### config.mk
export PLATFORM = sky130hd
export DESIGN_NAME = nem_ohmux_sel_ctrl_flat
export DESIGN_NICKNAME = d
export VERILOG_FILES = /design/src/rtl/nem_ohmux_sel_ctrl_pkg.sv /design/src/rtl/nem_ohmux_sel_ctrl_if.sv /design/src/rtl/nem_ohmux_sel_ctrl_dwell_cnt.sv /design/src/rtl/nem_ohmux_sel_ctrl.sv /design/src/flat_wrapper.sv
export SDC_FILE = /design/constraint.sdc
export NUM_CORES = 1
export LEC_CHECK = 0
export BUFFER_PORTS_ARGS = -buffer_cell sky130_fd_sc_hd__buf_2
export CORE_AREA = 2 2 42 44
export CTS_CLUSTER_SIZE = 20
export DETAILED_ROUTE_END_ITERATION = 16
export DIE_AREA = 0 0 44 46
export GPL_TIMING_DRIVEN = 0
export HOLD_SLACK_MARGIN = 0.15
export PLACE_DENSITY = 0.82
export SLEW_MARGIN = 20
export SYNTH_ARGS = -nofsm -noshare
export SYNTH_HDL_FRONTEND = slang
export SYNTH_SLANG_ARGS = --single-unit
### constraint.sdc
create_clock -name CLK -period 3.6 [get_ports CLK]
set_input_delay 0.72 -clock CLK [delete_from_list [all_inputs] [get_ports CLK]]
set_output_delay 0.72 -clock CLK [all_outputs]
set_load 0.02 [all_outputs]
### src/rtl/nem_ohmux_sel_ctrl_pkg.sv
// Shared types and helpers for the NEM-relay one-hot mux select sequencer.
// Latency: n/a (declarations only).
// Backpressure: n/a (declarations only).
// Contents: sequencer state enum, onehot() lane decoder, default dwell lengths.
package nem_sel_pkg;

    localparam int BREAK_CYC_DEF = 4;
    localparam int MAKE_CYC_DEF  = 8;

    // Widest lane vector onehot() can build; callers size-cast down to N_IN.
    localparam int MAX_LANES = 64;

    typedef enum logic [1:0] {
        ST_IDLE  = 2'd0,
        ST_BREAK = 2'd1,
        ST_MAKE  = 2'd2,
        ST_HOLD  = 2'd3
    } sel_state_t;

    // Lane vector with only bit 'index' set; all-zero when index >= n.
    function automatic logic [MAX_LANES-1:0] onehot(input int unsigned index,
                                                    input int unsigned n);
        logic [MAX_LANES-1:0] v;
        v = '0;
        for (int unsigned i = 0; i < MAX_LANES; i++) begin
            v[i] = (i < n) && (i == index);
        end
        return v;
    endfunction

endpackage

### src/rtl/nem_ohmux_sel_ctrl_if.sv
// Request/status bundle between a select requester and the relay sequencer.
// Latency: n/a (wires only).
// Backpressure: REQ_READY from the sequencer gates REQ_VALID.
// Signals: REQ_VALID/REQ_SEL/REQ_OFF in, REQ_READY/S/CUR_SEL/SEL_VALID/ERR back.
interface nem_ohmux_sel_ctrl_if #(
    parameter int N_IN  = 2,
    parameter int SEL_W = $clog2(N_IN)
);
    logic             REQ_VALID;
    logic [SEL_W-1:0] REQ_SEL;
    logic             REQ_OFF;
    logic             REQ_READY;
    logic [N_IN-1:0]  S;
    logic [SEL_W-1:0] CUR_SEL;
    logic             SEL_VALID;
    logic             ERR;

    modport master (
        output REQ_VALID, REQ_SEL, REQ_OFF,
        input  REQ_READY, S, CUR_SEL, SEL_VALID, ERR
    );

    modport slave (
        input  REQ_VALID, REQ_SEL, REQ_OFF,
        output REQ_READY, S, CUR_SEL, SEL_VALID, ERR
    );
endinterface

### src/rtl/nem_ohmux_sel_ctrl_dwell_cnt.sv
// Down-counter timing the break and make dwells of the relay sequencer.
// Latency: done asserts load_val-1 enabled cycles after the load edge.
// Backpressure: none; holds at 1 (no wrap) until reloaded.
// Ports: clk, rst (sync, high), load/load_val, en, done (count == 1).
module nem_dwell_cnt #(
    parameter int W = 4
) (
    input  logic         clk,
    input  logic         rst,
    input  logic         load,
    input  logic [W-1:0] load_val,
    input  logic         en,
    output logic         done
);

    logic [W-1:0] cnt_q;

    always_ff @(posedge clk) begin
        if (rst) begin
            cnt_q <= '0;
        end else if (load) begin
            cnt_q <= load_val;
        end else if (en && (cnt_q > W'(1))) begin
            cnt_q <= cnt_q - W'(1);
        end
    end

    assign done = (cnt_q == W'(1));

endmodule

### src/rtl/nem_ohmux_sel_ctrl.sv
// Break-before-make sequencer driving one-hot NEM-relay mux select lanes.
// Latency: accepted change -> S=0 for BREAK_CYC, lane closed for MAKE_CYC, then SEL_VALID.
// Backpressure: REQ_READY low while breaking/making; high in IDLE and HOLD only.
// Ports: CLK, RST (sync, high); bus = request in, lanes S/CUR_SEL/SEL_VALID/ERR out.
module nem_ohmux_sel_ctrl
    import nem_sel_pkg::*;
#(
    parameter int N_IN      = 2,
    parameter int BREAK_CYC = BREAK_CYC_DEF,
    parameter int MAKE_CYC  = MAKE_CYC_DEF,
    parameter int SEL_W     = $clog2(N_IN)
) (
    input  logic                  CLK,
    input  logic                  RST,
    nem_ohmux_sel_ctrl_if.slave   bus
);

    localparam int DWELL_MAX = (BREAK_CYC > MAKE_CYC) ? BREAK_CYC : MAKE_CYC;
    localparam int CNT_W     = $clog2(DWELL_MAX + 1);

    sel_state_t       state_q, state_nxt;
    logic [SEL_W-1:0] cur_sel_q, cur_sel_nxt;
    logic [SEL_W-1:0] tgt_q, tgt_nxt;
    logic             tgt_off_q, tgt_off_nxt;
    logic             err_nxt;
    logic             s_dummy;
    logic [N_IN-1:0]  s_q;
    logic             sel_valid_q;
    logic             ready_q;
    logic             err_q;

    logic             cnt_load;
    logic [CNT_W-1:0] cnt_load_val;
    logic             cnt_en;
    logic             cnt_done;

    logic             accept;
    logic             sel_oor;

    assign s_dummy = 1'b0;
    assign accept  = bus.REQ_VALID & ready_q;
    assign sel_oor = !bus.REQ_OFF && (32'(bus.REQ_SEL) >= 32'(N_IN));
    assign cnt_en  = (state_q == ST_BREAK) || (state_q == ST_MAKE);

    nem_dwell_cnt #(
        .W (CNT_W)
    ) u_dwell (
        .clk      (CLK),
        .rst      (RST),
        .load     (cnt_load),
        .load_val (cnt_load_val),
        .en       (cnt_en),
        .done     (cnt_done)
    );

    always_comb begin
        state_nxt    = state_q;
        cur_sel_nxt  = cur_sel_q;
        tgt_nxt      = tgt_q;
        tgt_off_nxt  = tgt_off_q;
        err_nxt      = 1'b0;
        cnt_load     = 1'b0;
        cnt_load_val = '0;

        case (state_q)
            ST_IDLE, ST_HOLD: begin
                if (accept) begin
                    if (sel_oor) begin
                        // Bad index is consumed and flagged; relays untouched.
                        err_nxt = 1'b1;
                    end else if (bus.REQ_OFF) begin
                        // Off from IDLE is a no-op: lanes are already open.
                        if (state_q == ST_HOLD) begin
                            tgt_off_nxt  = 1'b1;
                            state_nxt    = ST_BREAK;
                            cnt_load     = 1'b1;
                            cnt_load_val = CNT_W'(BREAK_CYC);
                        end
                    end else if ((state_q == ST_HOLD) && (bus.REQ_SEL == cur_sel_q)) begin
                        // Already settled on this lane; keep the relay closed.
                        state_nxt = ST_HOLD;
                    end else begin
                        // From IDLE too: relay position after reset is unknown,
                        // so always run the full break before making.
                        tgt_nxt      = bus.REQ_SEL;
                        tgt_off_nxt  = 1'b0;
                        state_nxt    = ST_BREAK;
                        cnt_load     = 1'b1;
                        cnt_load_val = CNT_W'(BREAK_CYC);
                    end
                end
            end
            ST_BREAK: begin
                if (cnt_done) begin
                    if (tgt_off_q) begin
                        state_nxt   = ST_IDLE;
                        cur_sel_nxt = '0;
                        tgt_off_nxt = 1'b0;
                    end else begin
                        state_nxt    = ST_MAKE;
                        cur_sel_nxt  = tgt_q;
                        cnt_load     = 1'b1;
                        cnt_load_val = CNT_W'(MAKE_CYC);
                    end
                end
            end
            ST_MAKE: begin
                if (cnt_done) begin
                    state_nxt = ST_HOLD;
                end
            end
            default: begin
                state_nxt = ST_IDLE;
            end
        endcase
    end

    // Outputs are registered from the next-state decode so they change
    // exactly on the edge the state does, with no decode glitches on S.
    always_ff @(posedge CLK) begin
        if (RST) begin
            state_q     <= ST_IDLE;
            cur_sel_q   <= '0;
            tgt_q       <= '0;
            tgt_off_q   <= 1'b0;
            s_q         <= '0;
            sel_valid_q <= 1'b0;
            ready_q     <= 1'b1;
            err_q       <= 1'b0;
        end else begin
            state_q     <= state_nxt;
            cur_sel_q   <= cur_sel_nxt;
            tgt_q       <= tgt_nxt;
            tgt_off_q   <= tgt_off_nxt;
            s_q         <= ((state_nxt == ST_MAKE) || (state_nxt == ST_HOLD))
                           ? N_IN'(onehot(32'(cur_sel_nxt), N_IN)) : {N_IN{s_dummy}};
            sel_valid_q <= (state_nxt == ST_HOLD);
            ready_q     <= (state_nxt == ST_IDLE) || (state_nxt == ST_HOLD);
            err_q       <= err_nxt;
        end
    end

    assign bus.S         = s_q;
    assign bus.CUR_SEL   = cur_sel_q;
    assign bus.SEL_VALID = sel_valid_q;
    assign bus.REQ_READY = ready_q;
    assign bus.ERR       = err_q;

endmodule

### src/flat_wrapper.sv
// flat-port wrapper written by rule: the top's interface ports become plain ports
module nem_ohmux_sel_ctrl_flat import nem_sel_pkg::*;
#(
    parameter int N_IN      = 2,
    parameter int BREAK_CYC = BREAK_CYC_DEF,
    parameter int MAKE_CYC  = MAKE_CYC_DEF,
    parameter int SEL_W     = $clog2(N_IN)
)
  (CLK, RST, bus_REQ_VALID, bus_REQ_SEL, bus_REQ_OFF, bus_REQ_READY, bus_S, bus_CUR_SEL, bus_SEL_VALID, bus_ERR);
  nem_ohmux_sel_ctrl_if #(.N_IN(N_IN), .SEL_W(SEL_W)) bus_i ();
  input  logic CLK;
  input  logic RST;
  input wire logic [$bits(bus_i.REQ_VALID)-1:0] bus_REQ_VALID;
  input wire logic [$bits(bus_i.REQ_SEL)-1:0] bus_REQ_SEL;
  input wire logic [$bits(bus_i.REQ_OFF)-1:0] bus_REQ_OFF;
  output wire logic [$bits(bus_i.REQ_READY)-1:0] bus_REQ_READY;
  output wire logic [$bits(bus_i.S)-1:0] bus_S;
  output wire logic [$bits(bus_i.CUR_SEL)-1:0] bus_CUR_SEL;
  output wire logic [$bits(bus_i.SEL_VALID)-1:0] bus_SEL_VALID;
  output wire logic [$bits(bus_i.ERR)-1:0] bus_ERR;
  assign bus_i.REQ_VALID = bus_REQ_VALID;
  assign bus_i.REQ_SEL = bus_REQ_SEL;
  assign bus_i.REQ_OFF = bus_REQ_OFF;
  assign bus_REQ_READY = bus_i.REQ_READY;
  assign bus_S = bus_i.S;
  assign bus_CUR_SEL = bus_i.CUR_SEL;
  assign bus_SEL_VALID = bus_i.SEL_VALID;
  assign bus_ERR = bus_i.ERR;
  nem_ohmux_sel_ctrl #(.N_IN(N_IN), .BREAK_CYC(BREAK_CYC), .MAKE_CYC(MAKE_CYC), .SEL_W(SEL_W)) u_core (.CLK(CLK), .RST(RST), .bus(bus_i));
endmodule
# Word-level counts from Yosys, hierarchy flattened
# Cells that the tools add are included.
# op_classes
n_addsub	1
n_lt_le_gt_ge	1
eq_ne	11
n_mux	33
n_bitwise	5
reduce_logical	13
# ops
operator	n
$mux 4	6
$mux 1	14
$mux 2	7
$eq 2x2->1 const B	4
$pmux 4 s2	1
$mux 3	2
$pmux 2 s3	1
$reduce_and 5->1	1
$eq 4x1->1 const B	1
$gt 4x1->1 const B	1
$logic_not 2->1	2
$ne 2x1->1 const B	2
$not 1->1	4
$pmux 1 s2	2
$reduce_and 4->1	1
$reduce_bool 2->1	2
$reduce_or 2->1	2
$sub 4x1->4 const B	1
$logic_or 1x1->1	3
$ne 3x2->1 const B	1
$ne 3x3->1 const B	1
$eq 2x1->1 const B	1
$logic_and 1x1->1	2
$and 1x1->1	1
$eq 1x1->1	1
# word_totals
register_bits	13
input_bits	5
out_inout_bits	6
elab_cells	72

# Longest topological paths before layout
# logic_depth
ltp_word	10
ltp_mapped	9
ltp_nobuf	9

# Modules after synthesis
# From an unflattened synthesis, not the netlist that was laid out.
# unflattened
cells_unflattened	104
hier_area_um2	922.1
# by_module_without_submodules
mod	instances	cells_each	area_each_um2	seq_area_each_um2
nem_ohmux_sel_ctrl	1	71	631.9	180.2
nem_dwell_cnt	1	33	290.3	80.1

# Worst setup path before layout
# Ideal clock, no wire load.
# synth_path
path_type	register -> register
start	register u_core.u_dwell.cnt_q[0]
end	register u_core.ready_q, in the netlist u_core.bus.REQ_READY
arrival_time_ns	1.955
setup_slack_ns	1.521
stages_incl_launch_ff	8
n_path_buf	0
period_less_slack_ns	2.079
path_cell_list	dfxtp_1 ha_1 or3b_4 mux2i_1 a211oi_1 a31oi_1 ha_1 or2_2
# synth_between
elab_chain_len	5
# synth_lines
element	line_no	rtl
start, declared	nem_ohmux_sel_ctrl_dwell_cnt.sv:16	logic [W-1:0] cnt_q;
start signal, assigned	nem_ohmux_sel_ctrl_dwell_cnt.sv:22	cnt_q <= load_val;
start signal, assigned	nem_ohmux_sel_ctrl_dwell_cnt.sv:24	cnt_q <= cnt_q - W'(1);
$eq 4x1->1 (*)	nem_ohmux_sel_ctrl_dwell_cnt.sv:28	assign done = (cnt_q == W'(1));
$mux 2, on equally long branches	nem_ohmux_sel_ctrl.sv:108, nem_ohmux_sel_ctrl.sv:94	
$pmux 2 s3 (*)	nem_ohmux_sel_ctrl.sv:65	case (state_q)
via u_core.state_nxt[1]	nem_ohmux_sel_ctrl.sv:21	sel_state_t state_q, state_nxt;
$eq 2x2->1 or $logic_not 2->1 (tied branches)	nem_ohmux_sel_ctrl.sv:138	ready_q <= (state_nxt == ST_IDLE) || (state_nxt == ST_HOLD);
$logic_or 1x1->1 (*)	nem_ohmux_sel_ctrl.sv:138	
end signal, assigned	nem_ohmux_sel_ctrl.sv:138	
end, declared	nem_ohmux_sel_ctrl.sv:29	logic ready_q;
# Mark *: on every way through the listed nets, which the timed path passes. The rest lies on a longest branch.
# A chain may end at the register's enable or synchronous reset.

# Worst setup path in the final report
# Same ends and word-level chain as after synthesis.

==> results.md <==
- Status: finished, final reports clean
- CTS root buf: clkbuf_4
- Iter 0 DRT Violations: 9
- CP peak stage delay: around 0.4 ns
- CP Capture Type: flop
- Tmin final: 2.315 ns
- FF-to-FF End: u_core.bus.REQ_READY
- Synth unique cells: 36
- Sequential-to-total area share from yosys stat: 0.3171
- Clk slew on worst S/H paths: approximately 0.080 ns
- Detail Route Antenna Nets: 0
- Slowest CP cell: or3b_4
- First-pass GRT wire length: 2808 um
- Synthesized Nets: around 110
- Die W: 44 um
- Remaining Overflow, GRT: 0
- Final net count: between 100 and 150
- Share of layout cells above drive strength 1: 0.1810
- CTS tree: yes
- Max cap viols: 0
- Final setup viols: 0
- Worst Path Arrival: around 2.5 ns
- Fin crit share: 0.6430
- Io pins: 11
- EDFF count, synth: 0
- Setup TNS: 0 ns
- R2r startpoint: u_core.u_dwell.cnt_q[0]
- Worst skew pair latency: 0.29 ns
- Ys flop type: dfxtp_1
- Syn Inst Count: slightly above 90
- Worst Hold Path Cells: 2
- Crit path max fanout: 4
- Initial core utilization: 0.5085
- Asr flop ratio synth: 0
- Area of placed instances: 887.1 um^2
- Setup Skew: roughly 0.0053 ns
- DR vias/cell: between 5 and 6
- R2R setup slack: 1.29 ns
- R2R cell count: 7
- Routed len/inst: ~14 um
- Startpoint Class: flop
- Final Hold Fails: 0
- Hold-fix buffers at CTS: 0
- Port bufs: 9
- Global Route Usage Sum: 0.1906
- Worst path most repeated cell: ha_1
- Synth area leaders: dfxtp_1 (32%), ha_1 (14%), mux2i_1 (6.1%)
- Via count: about 700
- RSZ-0062 raised after global routing: no
- HP Class: flop to flop
- Leakage: a little over 0.4 nW
- Max H-tree Level: 1
- CTS sink cnt: 13
- Crit path kind: flop to flop
- Total Wirelength: around 1700 um
- Core area: 0.001614 mm^2
- Die Y: about 46 um
- DRT Pass-1 Iters: 4
- Worst Hold Launch: u_core.tgt_q
- GPL Wtd Cong: about 0.86
- Worst EP required: between 3 and 4 ns
- Initial antenna violation count: 0
- Worst hold slack: around 0.48 ns
- Fmax: about 430 MHz
- Final Max Tran Viols: 0
- Worst Path Buf+Inv: 0
- Diode count: 0
- Yosys top cell area share: 0.3171
- Synthesized area: just over 800 um^2
- Final instance area: approximately 910 um^2
- Leading area contributor after synthesis: dfxtp_1
- Maximum VDD drop: around 0.28 mV
- PwrDens: about 600 mW/mm^2
- Post-CTS sizing: 0
- Setup Buffers After CTS: 0
- Num rows: 15
- Total CTS buffers: 3
- Synth Register Bits: 13
- Layout area overhead: 11.28%
- Avg Inst Size Synth: between 8 and 9 um^2
- CTS Buffer Depth: 2
- WHS Endpoint: u_core.tgt_q
- Vias in the first global route: 655
- Die area: between 0.002 and 0.0025 mm^2
- Crit path cell chain: ha_1 > or3b_4 > mux2i_1 > a211oi_1 > a31oi_1 > ha_1 > or2_2
- Synthesis warning total: 0
- Final Util: 0.5659
- Post-detail-place hpwl: between 1000 and 1500 um
- DR DRC count: 0
- CP delay by family, top: simple AND/OR/NAND/NOR gates
- Maximum number of pins on one net before global-route repair: 11
[state kept, by name, summed over array words and instances (netlist names)]
signal and count:
u_core.state_q 2, u_core.bus.SEL_VALID 1, u_core.tgt_off_q 1, u_core.bus.S 2
u_core.tgt_q 1, u_core.bus.CUR_SEL 1, u_core.u_dwell.cnt_q 4, u_core.bus.REQ_READY 1
[worst reg2reg max path, cell delays in order (launching register included)]
cell,delay [ns]
dfxtp_1,0.40
ha_1,0.22
or3b_4,0.41
mux2i_1,0.13
a211oi_1,0.35
a31oi_1,0.13
ha_1,0.29
or2_2,0.27
[cell usage after synthesis (2+ instances only)]
cell type / instances
dfxtp_1: 13
ha_1: 9
inv_1: 7
a21oi_1: 6
nand2_1: 6
mux2i_1: 5
nor2_1: 4
nand2b_1: 3
nor2b_1: 3
nor3_1: 3
nor3b_1: 3
a211oi_1: 2
and3_1: 2
nand3b_1: 2
nor4_1: 2
xnor2_1: 2
[per-stage QoR]
| stage | power, W | setup WS (ns) | instances |
|---|---|---|---|
| after floorplan | 0.0003964 | 1.521 | 92 |
| after global placement | 0.0004446 | 1.295 | 118 |
| after detailed placement | 0.0004585 | 1.264 | 118 |
| after CTS | 0.0005531 | 1.281 | 122 |
| after global routing | 0.0005903 | 1.150 | 122 |
| final | 0.0005507 | 1.285 | 122 |
[cells by family after synthesis]
| group | Yosys count | synth area share |
|---|---|---|
| other cells | 1 | 0.004569 |
| simple gates | 34 | 0.2424 |
| xor+xnor | 2 | 0.02135 |
| mux | 5 | 0.06098 |
| fa+ha+maj | 9 | 0.1372 |
| buf+inv | 9 | 0.04574 |
| flops | 13 | 0.3171 |
| compound gates | 19 | 0.1707 |
[placed cells by master (no fill, tap or decap), types with 3 or more instances in the layout]
master / count
nor3b_1: 3
nor2_1: 4
nor3_1: 3
a21oi_1: 6
buf_2: 9
nor2b_1: 3
clkbuf_4: 3
nand2b_1: 3
nand2_1: 6
dfxtp_1: 13
inv_1: 7
mux2i_1: 5
ha_1: 9
[power by group]
group	internal, W	switching, W
logic	0.000110	0.000143
clock network	0.0000431	0.0000512
registers	0.000174	0.0000298
[final cells by class]
cell class	instances	area [um^2]
Multi-Input combinational cell	70	523.0
Buffer	2	11.26
Clock buffer	4	26.28
Sequential cell	13	260.3
Fill cell	153	700.7
Tap cell	17	21.27
Timing Repair Buffer	9	45.04
Inverter	7	26.28
[layer usage]
metal | vias to the layer above | wire [um] | global-route usage
li1 | 354 | - | -
met1 | 335 | 749 | 0.2333
met2 | 9 | 816 | 0.3206
met3 | 5 | 40 | 0.02381
met4 | 0 | 44 | 0.1091
met5 | - | 0 | 0
[how the worst max path moves through the flow]
stage                             from  cells past startpoint              endpoint
6_report       u_core.u_dwell.cnt_q[0]                      7  u_core.bus.REQ_READY
4_1_cts        u_core.u_dwell.cnt_q[0]                      7  u_core.bus.REQ_READY
5_1_grt        u_core.u_dwell.cnt_q[0]                      7  u_core.bus.REQ_READY
2_1_floorplan  u_core.u_dwell.cnt_q[0]                      7  u_core.bus.REQ_READY
3_3_place_gp               bus_REQ_SEL                      7  u_core.bus.REQ_READY
3_5_place_dp               bus_REQ_SEL                      7  u_core.bus.REQ_READY
Power figures use the tool's default switching activity.
